$ cat src/rtl/vga_fb_if.sv
// Byte-stream, frame-buffer write port and status bundle between the SPI
// receiver, the pixel RAM and the vga_fb_ctrl write controller.
interface vga_fb_if #(
    parameter int ADDR_W = 17,
    parameter int PIX_W  = 6
) ();
    logic              byte_valid;
    logic [7:0]        byte_data;
    logic              vblank_start;
    logic              wr_en;
    logic              wr_bank;
    logic [ADDR_W-1:0] wr_addr;
    logic [PIX_W-1:0]  wr_data;
    logic              rd_bank;
    logic [ADDR_W-1:0] addr_count;
    logic              swap_pending;
    logic              clearing;
    logic              swap_done;
    logic [15:0]       drop_count;

    // Controller side: consumes bytes/vblank, drives the RAM write port and status.
    modport master (
        input  byte_valid, byte_data, vblank_start,
        output wr_en, wr_bank, wr_addr, wr_data, rd_bank, addr_count,
               swap_pending, clearing, swap_done, drop_count
    );

    // Environment side: byte source, vblank source, RAM and status observer.
    modport slave (
        output byte_valid, byte_data, vblank_start,
        input  wr_en, wr_bank, wr_addr, wr_data, rd_bank, addr_count,
               swap_pending, clearing, swap_done, drop_count
    );
endinterface

$ cat src/rtl/vga_fb_ctrl.sv
// Double-buffered frame-buffer write controller: decodes SPI bytes into pixel
// writes and commands, runs a clear engine and swaps banks at vblank start.
module vga_fb_ctrl #(
    parameter int RES_X = 320,
    parameter int RES_Y = 240,
    parameter int PIX_W = 6
) (
    input  logic       clk,
    input  logic       rst,
    vga_fb_if.master   bus
);
    localparam int unsigned NPIX   = RES_X * RES_Y;
    localparam int          ADDR_W = $clog2(NPIX);
    localparam logic [ADDR_W-1:0] LAST_ADDR = ADDR_W'(NPIX - 1);
    localparam logic [ADDR_W-1:0] ZERO_ADDR = {ADDR_W{1'b0}};

    typedef enum logic [0:0] {
        ST_STREAM = 1'b0,
        ST_CLEAR  = 1'b1
    } state_t;

    // Next pixel-stream address, wrapping at the end of the frame.
    function automatic logic [ADDR_W-1:0] addr_inc(input logic [ADDR_W-1:0] a);
        if (a == LAST_ADDR) begin
            return ZERO_ADDR;
        end else begin
            return a + {{(ADDR_W-1){1'b0}}, 1'b1};
        end
    endfunction

    state_t            state_r, state_s;
    logic [ADDR_W-1:0] addr_r, addr_s;
    logic [ADDR_W-1:0] clr_ptr_r, clr_ptr_s;
    logic              pend_r, pend_s;
    logic              rd_bank_r, rd_bank_s;
    logic              wr_bank_r, wr_bank_s;
    logic              wr_en_r, wr_en_s;
    logic [ADDR_W-1:0] wr_addr_r, wr_addr_s;
    logic [PIX_W-1:0]  wr_data_r, wr_data_s;
    logic              clearing_r, clearing_s;
    logic              swap_done_r, swap_done_s;
    logic [15:0]       drop_r, drop_s;
    logic              swap_exec_s;
    logic [ADDR_W-1:0] pix_base_s;

    // Next-state and next-output decode for the stream/clear FSM.
    always_comb begin
        state_s     = state_r;
        addr_s      = addr_r;
        clr_ptr_s   = clr_ptr_r;
        pend_s      = pend_r;
        rd_bank_s   = rd_bank_r;
        wr_bank_s   = wr_bank_r;
        wr_en_s     = 1'b0;
        wr_addr_s   = wr_addr_r;
        wr_data_s   = wr_data_r;
        clearing_s  = clearing_r;
        drop_s      = drop_r;
        swap_exec_s = bus.vblank_start && pend_r && (state_r == ST_STREAM);
        swap_done_s = swap_exec_s;

        // A swap in the same cycle as a pixel redirects that pixel to address 0
        // of the new back bank.
        if (swap_exec_s) begin
            rd_bank_s  = ~rd_bank_r;
            wr_bank_s  = ~wr_bank_r;
            addr_s     = ZERO_ADDR;
            pend_s     = 1'b0;
            pix_base_s = ZERO_ADDR;
        end else begin
            pix_base_s = addr_r;
        end

        case (state_r)
            ST_STREAM: begin
                if (bus.byte_valid && !bus.byte_data[7]) begin
                    wr_en_s   = 1'b1;
                    wr_addr_s = pix_base_s;
                    wr_data_s = PIX_W'(bus.byte_data[5:0]);
                    addr_s    = addr_inc(pix_base_s);
                end else if (bus.byte_valid) begin
                    case (bus.byte_data)
                        8'h80: addr_s = ZERO_ADDR;
                        8'h81: begin
                            if (!pend_r) begin
                                pend_s = 1'b1;
                            end else begin
                                pend_s = pend_s;
                            end
                        end
                        8'h82: begin
                            state_s    = ST_CLEAR;
                            clearing_s = 1'b1;
                            clr_ptr_s  = ZERO_ADDR;
                        end
                        default: state_s = state_r;
                    endcase
                end else begin
                    state_s = state_r;
                end
            end
            ST_CLEAR: begin
                wr_en_s   = 1'b1;
                wr_addr_s = clr_ptr_r;
                wr_data_s = {PIX_W{1'b0}};
                if (clr_ptr_r == LAST_ADDR) begin
                    state_s    = ST_STREAM;
                    clearing_s = 1'b0;
                    addr_s     = ZERO_ADDR;
                    clr_ptr_s  = ZERO_ADDR;
                end else begin
                    clr_ptr_s  = clr_ptr_r + {{(ADDR_W-1){1'b0}}, 1'b1};
                end
                // Only a swap request survives a clear; pixels are counted and dropped.
                if (bus.byte_valid && !bus.byte_data[7]) begin
                    if (drop_r != 16'hFFFF) begin
                        drop_s = drop_r + 16'd1;
                    end else begin
                        drop_s = drop_r;
                    end
                end else if (bus.byte_valid && (bus.byte_data == 8'h81)) begin
                    pend_s = 1'b1;
                end else begin
                    drop_s = drop_r;
                end
            end
            default: begin
                state_s    = ST_STREAM;
                clearing_s = 1'b0;
            end
        endcase
    end

    // State and output registers with synchronous reset.
    always_ff @(posedge clk) begin
        if (rst) begin
            state_r     <= ST_STREAM;
            addr_r      <= ZERO_ADDR;
            clr_ptr_r   <= ZERO_ADDR;
            pend_r      <= 1'b0;
            rd_bank_r   <= 1'b0;
            wr_bank_r   <= 1'b1;
            wr_en_r     <= 1'b0;
            wr_addr_r   <= ZERO_ADDR;
            wr_data_r   <= {PIX_W{1'b0}};
            clearing_r  <= 1'b0;
            swap_done_r <= 1'b0;
            drop_r      <= 16'h0000;
        end else begin
            state_r     <= state_s;
            addr_r      <= addr_s;
            clr_ptr_r   <= clr_ptr_s;
            pend_r      <= pend_s;
            rd_bank_r   <= rd_bank_s;
            wr_bank_r   <= wr_bank_s;
            wr_en_r     <= wr_en_s;
            wr_addr_r   <= wr_addr_s;
            wr_data_r   <= wr_data_s;
            clearing_r  <= clearing_s;
            swap_done_r <= swap_done_s;
            drop_r      <= drop_s;
        end
    end

    assign bus.wr_en        = wr_en_r;
    assign bus.wr_bank      = wr_bank_r;
    assign bus.wr_addr      = wr_addr_r;
    assign bus.wr_data      = wr_data_r;
    assign bus.rd_bank      = rd_bank_r;
    assign bus.addr_count   = addr_r;
    assign bus.swap_pending = pend_r;
    assign bus.clearing     = clearing_r;
    assign bus.swap_done    = swap_done_r;
    assign bus.drop_count   = drop_r;
endmodule

$ cat src/flat_wrapper.sv
// flat-port wrapper written by rule: the top's interface ports become plain ports
module vga_fb_ctrl_flat 
#(
    parameter int RES_X = 320,
    parameter int RES_Y = 240,
    parameter int PIX_W = 6
)
  (clk, rst, bus_byte_valid, bus_byte_data, bus_vblank_start, bus_wr_en, bus_wr_bank, bus_wr_addr, bus_wr_data, bus_rd_bank, bus_addr_count, bus_swap_pending, bus_clearing, bus_swap_done, bus_drop_count);
  vga_fb_if #(.ADDR_W(($clog2((RES_X * RES_Y)))), .PIX_W(PIX_W)) bus_i ();
  input  logic clk;
  input  logic rst;
  input wire logic [$bits(bus_i.byte_valid)-1:0] bus_byte_valid;
  input wire logic [$bits(bus_i.byte_data)-1:0] bus_byte_data;
  input wire logic [$bits(bus_i.vblank_start)-1:0] bus_vblank_start;
  output wire logic [$bits(bus_i.wr_en)-1:0] bus_wr_en;
  output wire logic [$bits(bus_i.wr_bank)-1:0] bus_wr_bank;
  output wire logic [$bits(bus_i.wr_addr)-1:0] bus_wr_addr;
  output wire logic [$bits(bus_i.wr_data)-1:0] bus_wr_data;
  output wire logic [$bits(bus_i.rd_bank)-1:0] bus_rd_bank;
  output wire logic [$bits(bus_i.addr_count)-1:0] bus_addr_count;
  output wire logic [$bits(bus_i.swap_pending)-1:0] bus_swap_pending;
  output wire logic [$bits(bus_i.clearing)-1:0] bus_clearing;
  output wire logic [$bits(bus_i.swap_done)-1:0] bus_swap_done;
  output wire logic [$bits(bus_i.drop_count)-1:0] bus_drop_count;
  assign bus_i.byte_valid = bus_byte_valid;
  assign bus_i.byte_data = bus_byte_data;
  assign bus_i.vblank_start = bus_vblank_start;
  assign bus_wr_en = bus_i.wr_en;
  assign bus_wr_bank = bus_i.wr_bank;
  assign bus_wr_addr = bus_i.wr_addr;
  assign bus_wr_data = bus_i.wr_data;
  assign bus_rd_bank = bus_i.rd_bank;
  assign bus_addr_count = bus_i.addr_count;
  assign bus_swap_pending = bus_i.swap_pending;
  assign bus_clearing = bus_i.clearing;
  assign bus_swap_done = bus_i.swap_done;
  assign bus_drop_count = bus_i.drop_count;
  vga_fb_ctrl #(.RES_X(RES_X), .RES_Y(RES_Y), .PIX_W(PIX_W)) u_core (.clk(clk), .rst(rst), .bus(bus_i));
endmodule
$ cat config.mk
export PLATFORM = sky130hd
export DESIGN_NAME = vga_fb_ctrl_flat
export DESIGN_NICKNAME = d
export VERILOG_FILES = /design/src/rtl/vga_fb_if.sv /design/src/rtl/vga_fb_ctrl.sv /design/src/flat_wrapper.sv
export SDC_FILE = /design/constraint.sdc
export NUM_CORES = 1
export LEC_CHECK = 0
export CAP_MARGIN = 10
export CORE_UTILIZATION = 45
export CTS_CLUSTER_SIZE = 8
export DETAILED_ROUTE_END_ITERATION = 8
export PLACE_DENSITY = 0.7
export SYNTH_ARGS = -nofsm -noshare
export SYNTH_HDL_FRONTEND = slang
export SYNTH_SLANG_ARGS = --single-unit
$ cat constraint.sdc
create_clock -name clk -period 3.9 [get_ports clk]
set_input_delay 0.78 -clock clk [delete_from_list [all_inputs] [get_ports clk]]
set_output_delay 0.78 -clock clk [all_outputs]
set_load 0.03 [all_outputs]
# After elaboration in Yosys (flattened, before gate mapping)

Index checks and enable logic that the tools add are counted.

Latch bits: 0
Bits in read-only memories: 0
Word-level logic and storage cells: 73
Register bits: 80
Memories: 0
Bits in writable memories: 0
Output and inout port bits: 62

Multiply operators: 0
Bitwise operators: 3
Shift-type cells: 0
Order comparisons: 0
Muxes and demuxes: 36
Add/subtract/negate cells: 3
Div/mod/pow operators: 0
Reduce and logical (&&, ||, !) cells: 8
Eq/ne operators: 11

Operators with widths:

| cell                                          | count |
|---|---|
| 2-to-1 mux 17 bit                             | 11 |
| one-hot mux 17 bit (2 select lines)           | 3 |
| adder 17 x 1 -> 17 bit, second input constant | 2 |
| == test 17 bit, second input constant         | 2 |
| == test 8 bit, second input constant          | 3 |
| adder 16 x 1 -> 16 bit, second input constant | 1 |
| 2-to-1 mux 1 bit                              | 16 |
| inequality test 16 bit, second input constant | 1 |
| one-hot mux 6 bit (2 select lines)            | 1 |
| inequality test 2 bit, second input constant  | 5 |
| one-hot mux 1 bit (2 select lines)            | 4 |
| 2-to-1 mux 6 bit                              | 1 |
| AND reduction 3 bit                           | 2 |
| logical AND 1 bit                             | 4 |
| AND reduction 4 bit                           | 1 |
| NOT 1 bit                                     | 3 |
| logical NOT 1 bit                             | 1 |

# Logic depth before layout (Yosys ltp)

Depth after elaboration: 8
Depth in mapped cells: 12

# Worst setup path before layout

OpenSTA, ideal clock, no wires.

Path kind: in2reg
From: input bus_vblank_start
To: register u_core.addr_r[9] (netlist: u_core.bus.addr_count[9])
Required time: 3782 ps
Slack: 1260 ps
Arrival time: 2522 ps
Stages: 11
Library setup time: 118 ps
Path through: nand3b_1 > clkbuf_1 > nand2_1 > inv_1 > ha_1 > nand3_1 > nor2_1 > a311oi_1 > buf_2 > a21oi_1 > o21ai_1

Longest elaborated chain between the ends: 7
Elaborated cells between the ends (all ways): 11
Those cells by class: add/sub: 1; eq/ne: 1; mux: 7; reduce/logical: 2

Ends and longest elaborated chain:

| element                                              | RTL line                             | text |
|---|---|---|
| start: declaration                                   | flat_wrapper.sv:14                   | `input wire logic [$bits(bus_i.vblank_start)-1:0] bus_vblank_start;` |
| logical AND 1 bit * (2 in series)                    | vga_fb_ctrl.sv:59                    | `swap_exec_s = bus.vblank_start && pend_r && (state_r == ST_STREAM);` |
| 2-to-1 mux 17 bit *                                  | vga_fb_ctrl.sv:64                    | `if (swap_exec_s) begin` |
| adder 17 x 1 -> 17 bit, or another cell as far along | vga_fb_ctrl.sv:27                    | `return a + {{(ADDR_W-1){1'b0}}, 1'b1};` |
| 2-to-1 mux 17 bit, on equally long branches          | vga_fb_ctrl.sv:24, vga_fb_ctrl.sv:81 |  |
| 2-to-1 mux 17 bit                                    | vga_fb_ctrl.sv:76                    | `if (bus.byte_valid && !bus.byte_data[7]) begin` |
| one-hot mux 17 bit (2 select lines) *                | vga_fb_ctrl.sv:74                    | `case (state_r)` |
| end signal: assignment                               | vga_fb_ctrl.sv:151                   | `addr_r <= addr_s;` |
| end: declaration                                     | vga_fb_ctrl.sv:32                    | `logic [ADDR_W-1:0] addr_r, addr_s;` |

Every way passes the cells marked *; elsewhere a longest branch is shown, timed or not.
A chain may end at the register's enable or synchronous reset.

# Worst setup path in the final report

From: input bus_vblank_start
To: register u_core.addr_r[5] (netlist: u_core.bus.addr_count[5])

The elaborated chain is that of the path after synthesis.

==> impl_metrics.tcl <==
set metrics [dict create \
    post_cts_resized 0 \
    drt-wirelength-per-cell_um 15.63 \
    avgSynthCellArea_um2 7.987 \
    powerDensity_nw_per_um2 319.7 \
    rsz0062_at_grt "false" \
    hold_end "u_core.bus.wr_data[4]" \
    start_util 0.4740 \
    critPathRequiredTime_ns 4.18 \
    ys_seq_area_frac 0.4051 \
    clockBufferDepth 2 \
    final_cell_mix "80 x dfxtp_1, 72 x clkdlybuf4s50_1, 66 x nand2_1, 50 x a21oi_1, 47 x nor2_1" \
    yosysTopAreaCellShare 0.4051 \
    synth_flop_cell "dfxtp_1" \
    final_common_cell "dfxtp_1" \
    layout-drive-gt1-share 0.07788 \
    cts_buffers 9 \
    leakage_uw 0.001705 \
    slew_violations 0 \
    reg2reg_depth 6 \
    setup_viol 0 \
    syn_inst 495 \
    ant_nets 0 \
    drt-initial-drc-count 266 \
    die_h_um 95.74 \
    cts_tree "built" \
    hp-class "reg2reg" \
    yosysTopAreaCell "dfxtp_1" \
    rows 33 \
    grt_usage 0.2376 \
    tns_ns 0 \
    syn_area_um2 3954 \
    viasPerCell 5.775 \
    synth_edf_count 0 \
    cts.clk_slew.worst_paths_ns 0.08 \
    holdCritStartpoint "u_core.bus.wr_data[4]" \
    end_kind "flip-flop" \
    first_global_vias 3463 \
    dpl.hpwl_um 7468 \
    criticalPathCategory "in2reg" \
    post_cts_buffers 0 \
    cts-htree-levels 3 \
    grt_antenna_before_repair 0 \
    start_kind "input pin" \
    grt_max_degree 39 \
    wl_um 10470 \
    post-route-period-util 0.7396 \
    synthesis.nets 510 \
    grt_overflow 0 \
    clock-sinks 80 \
    clkLatencyLatePin_ns 0.35 \
    r2r_setup_slack_ns 1.47 \
    drt_pre_antenna_iters 5 \
    synthArstFlopShare 0 \
    r2r_end "u_core.clr_ptr_r[13]" \
    finalHoldViolCount 0 \
    nets 575 \
    fin_skew_ns 0.009815 \
    synth_area_leaders "dfxtp_1 41%, a21oi_1 6.3%, nand2_1 6.3%, nor2_1 4.5%, nand3_1 4.2%" \
    period_needed_ns 2.884 \
    arrival_ns 3.17 \
    timing.fmax_mhz 346.7 \
    slew-limit-headroom 0.4631 \
    core_um2 8341 \
    finalPower_uw 1594 \
    peakVddDrop_mv 0.2025 \
    max_cap_violations 0 \
    cp_max_fo 15 \
    cts_hold_buf 0 \
    dieArea_um2 9165 \
    grt_pass1_wl_um 16700 \
    tightest_slew_ns 0.7994 \
    whs_path_depth 2 \
    drc_errors 0 \
    num_io_pins 74 \
    n_antenna_cell 0 \
    status "completed" \
    ys_ff_latch 80 \
    via_count 3869 \
    port_buffers 73 \
    yosysUniqueCellTypes 60 \
    root_buffer "clkbuf_8" \
    yosysWarnings 0 \
    gp_congestion 0.8512 \
    reg2reg_from "u_core.clr_ptr_r[0]" \
    area.growth.synth_to_final_pct 26.14 \
    dieWidth_um 95.74 \
]
==> per-layer routing <==
metal	track usage	up-vias	routed length [µm]
li1	-	1919	-
met1	0.3216	1803	4738
met2	0.3738	131	4892
met3	0.03870	16	660
met4	0.1032	0	181
met5	0	-	0
==> registers in the layout, summed over array words and instances (netlist names), 6 cells and up <==
name,flops
u_core.bus.wr_data,6
u_core.clr_ptr_r,17
u_core.bus.drop_count,16
u_core.bus.wr_addr,17
u_core.bus.addr_count,17
==> kinds of logic after synthesis <==
family	Yosys count	share of synthesized area
multiplexers	4	0.01013
adder cells (fa/ha/maj)	3	0.009495
AND/OR/NAND/NOR	234	0.3139
AO/OA/AOI/OAI	116	0.1747
buffers and inverters	36	0.03798
flip-flops	80	0.4051
XOR/XNOR	22	0.04874
==> through the flow <==
step	cell area, µm²	hold WS (ns)	setup WS (ns)	utilization	instances
finish	4987	0.4598	1.016	0.5980	670
global route	4987	0.4842	0.7491	0.5980	670
CTS	4987	0.4615	1.032	0.5980	670
detailed placement	4762	0.4510	0.6707	0.5710	654
global placement	4762	0.4462	0.7178	0.5710	654
floorplan	3954	0.4609	1.260	-	495
==> cell usage after synthesis, types with 8 or more instances <==
cell      instances
a21oi_1          50
a31oi_1           9
nor2_1           47
nand4_1          18
o21ai_0          18
clkbuf_1         20
nand2_1          66
and3_1           10
dfxtp_1          80
xor2_1           15
nand3_1          33
nor3_1            8
==> power breakdown <==
group | switching (µW) | total, µW | internal (µW)
clock | 313 | 682 | 369
combinational | 54.8 | 88.1 | 33.3
sequential | 3.34 | 824 | 821
total | 371 | 1590 | 1220
==> final cells by class <==
| cell class | count | area, µm² |
|---|---|---|
| inverters | 7 | 26.28 |
| clock inverters | 3 | 46.29 |
| multi-input cells | 379 | 2202 |
| clock buffers | 13 | 178.9 |
| fillers | 779 | 3353 |
| flip-flops and latches | 80 | 1602 |
| repair buffers | 83 | 800.8 |
| well taps | 105 | 131.4 |
==> worst max-delay path: stages <==
cell and delay [ns]:
clkdlybuf4s50_1 0.48, nand3b_1 0.15, buf_4 0.22, and2_1 0.18, ha_1 0.25, nand3_1 0.10
nor2_1 0.05, a311oi_1 0.26, buf_4 0.22, or3b_1 0.35, a31oi_1 0.12
==> worst max-delay path by stage <==
stage | start | to | slack [ns]
3_3_place_gp | bus_vblank_start | u_core.bus.addr_count[5] | 0.72
5_1_grt | bus_vblank_start | u_core.bus.addr_count[5] | 0.75
3_5_place_dp | bus_vblank_start | u_core.bus.addr_count[5] | 0.67
4_1_cts | bus_vblank_start | u_core.bus.addr_count[5] | 1.03
2_1_floorplan | bus_vblank_start | u_core.bus.addr_count[9] | 1.26
6_report | bus_vblank_start | u_core.bus.addr_count[5] | 1.02
No activity file was read; power rests on OpenSTA's default activity.
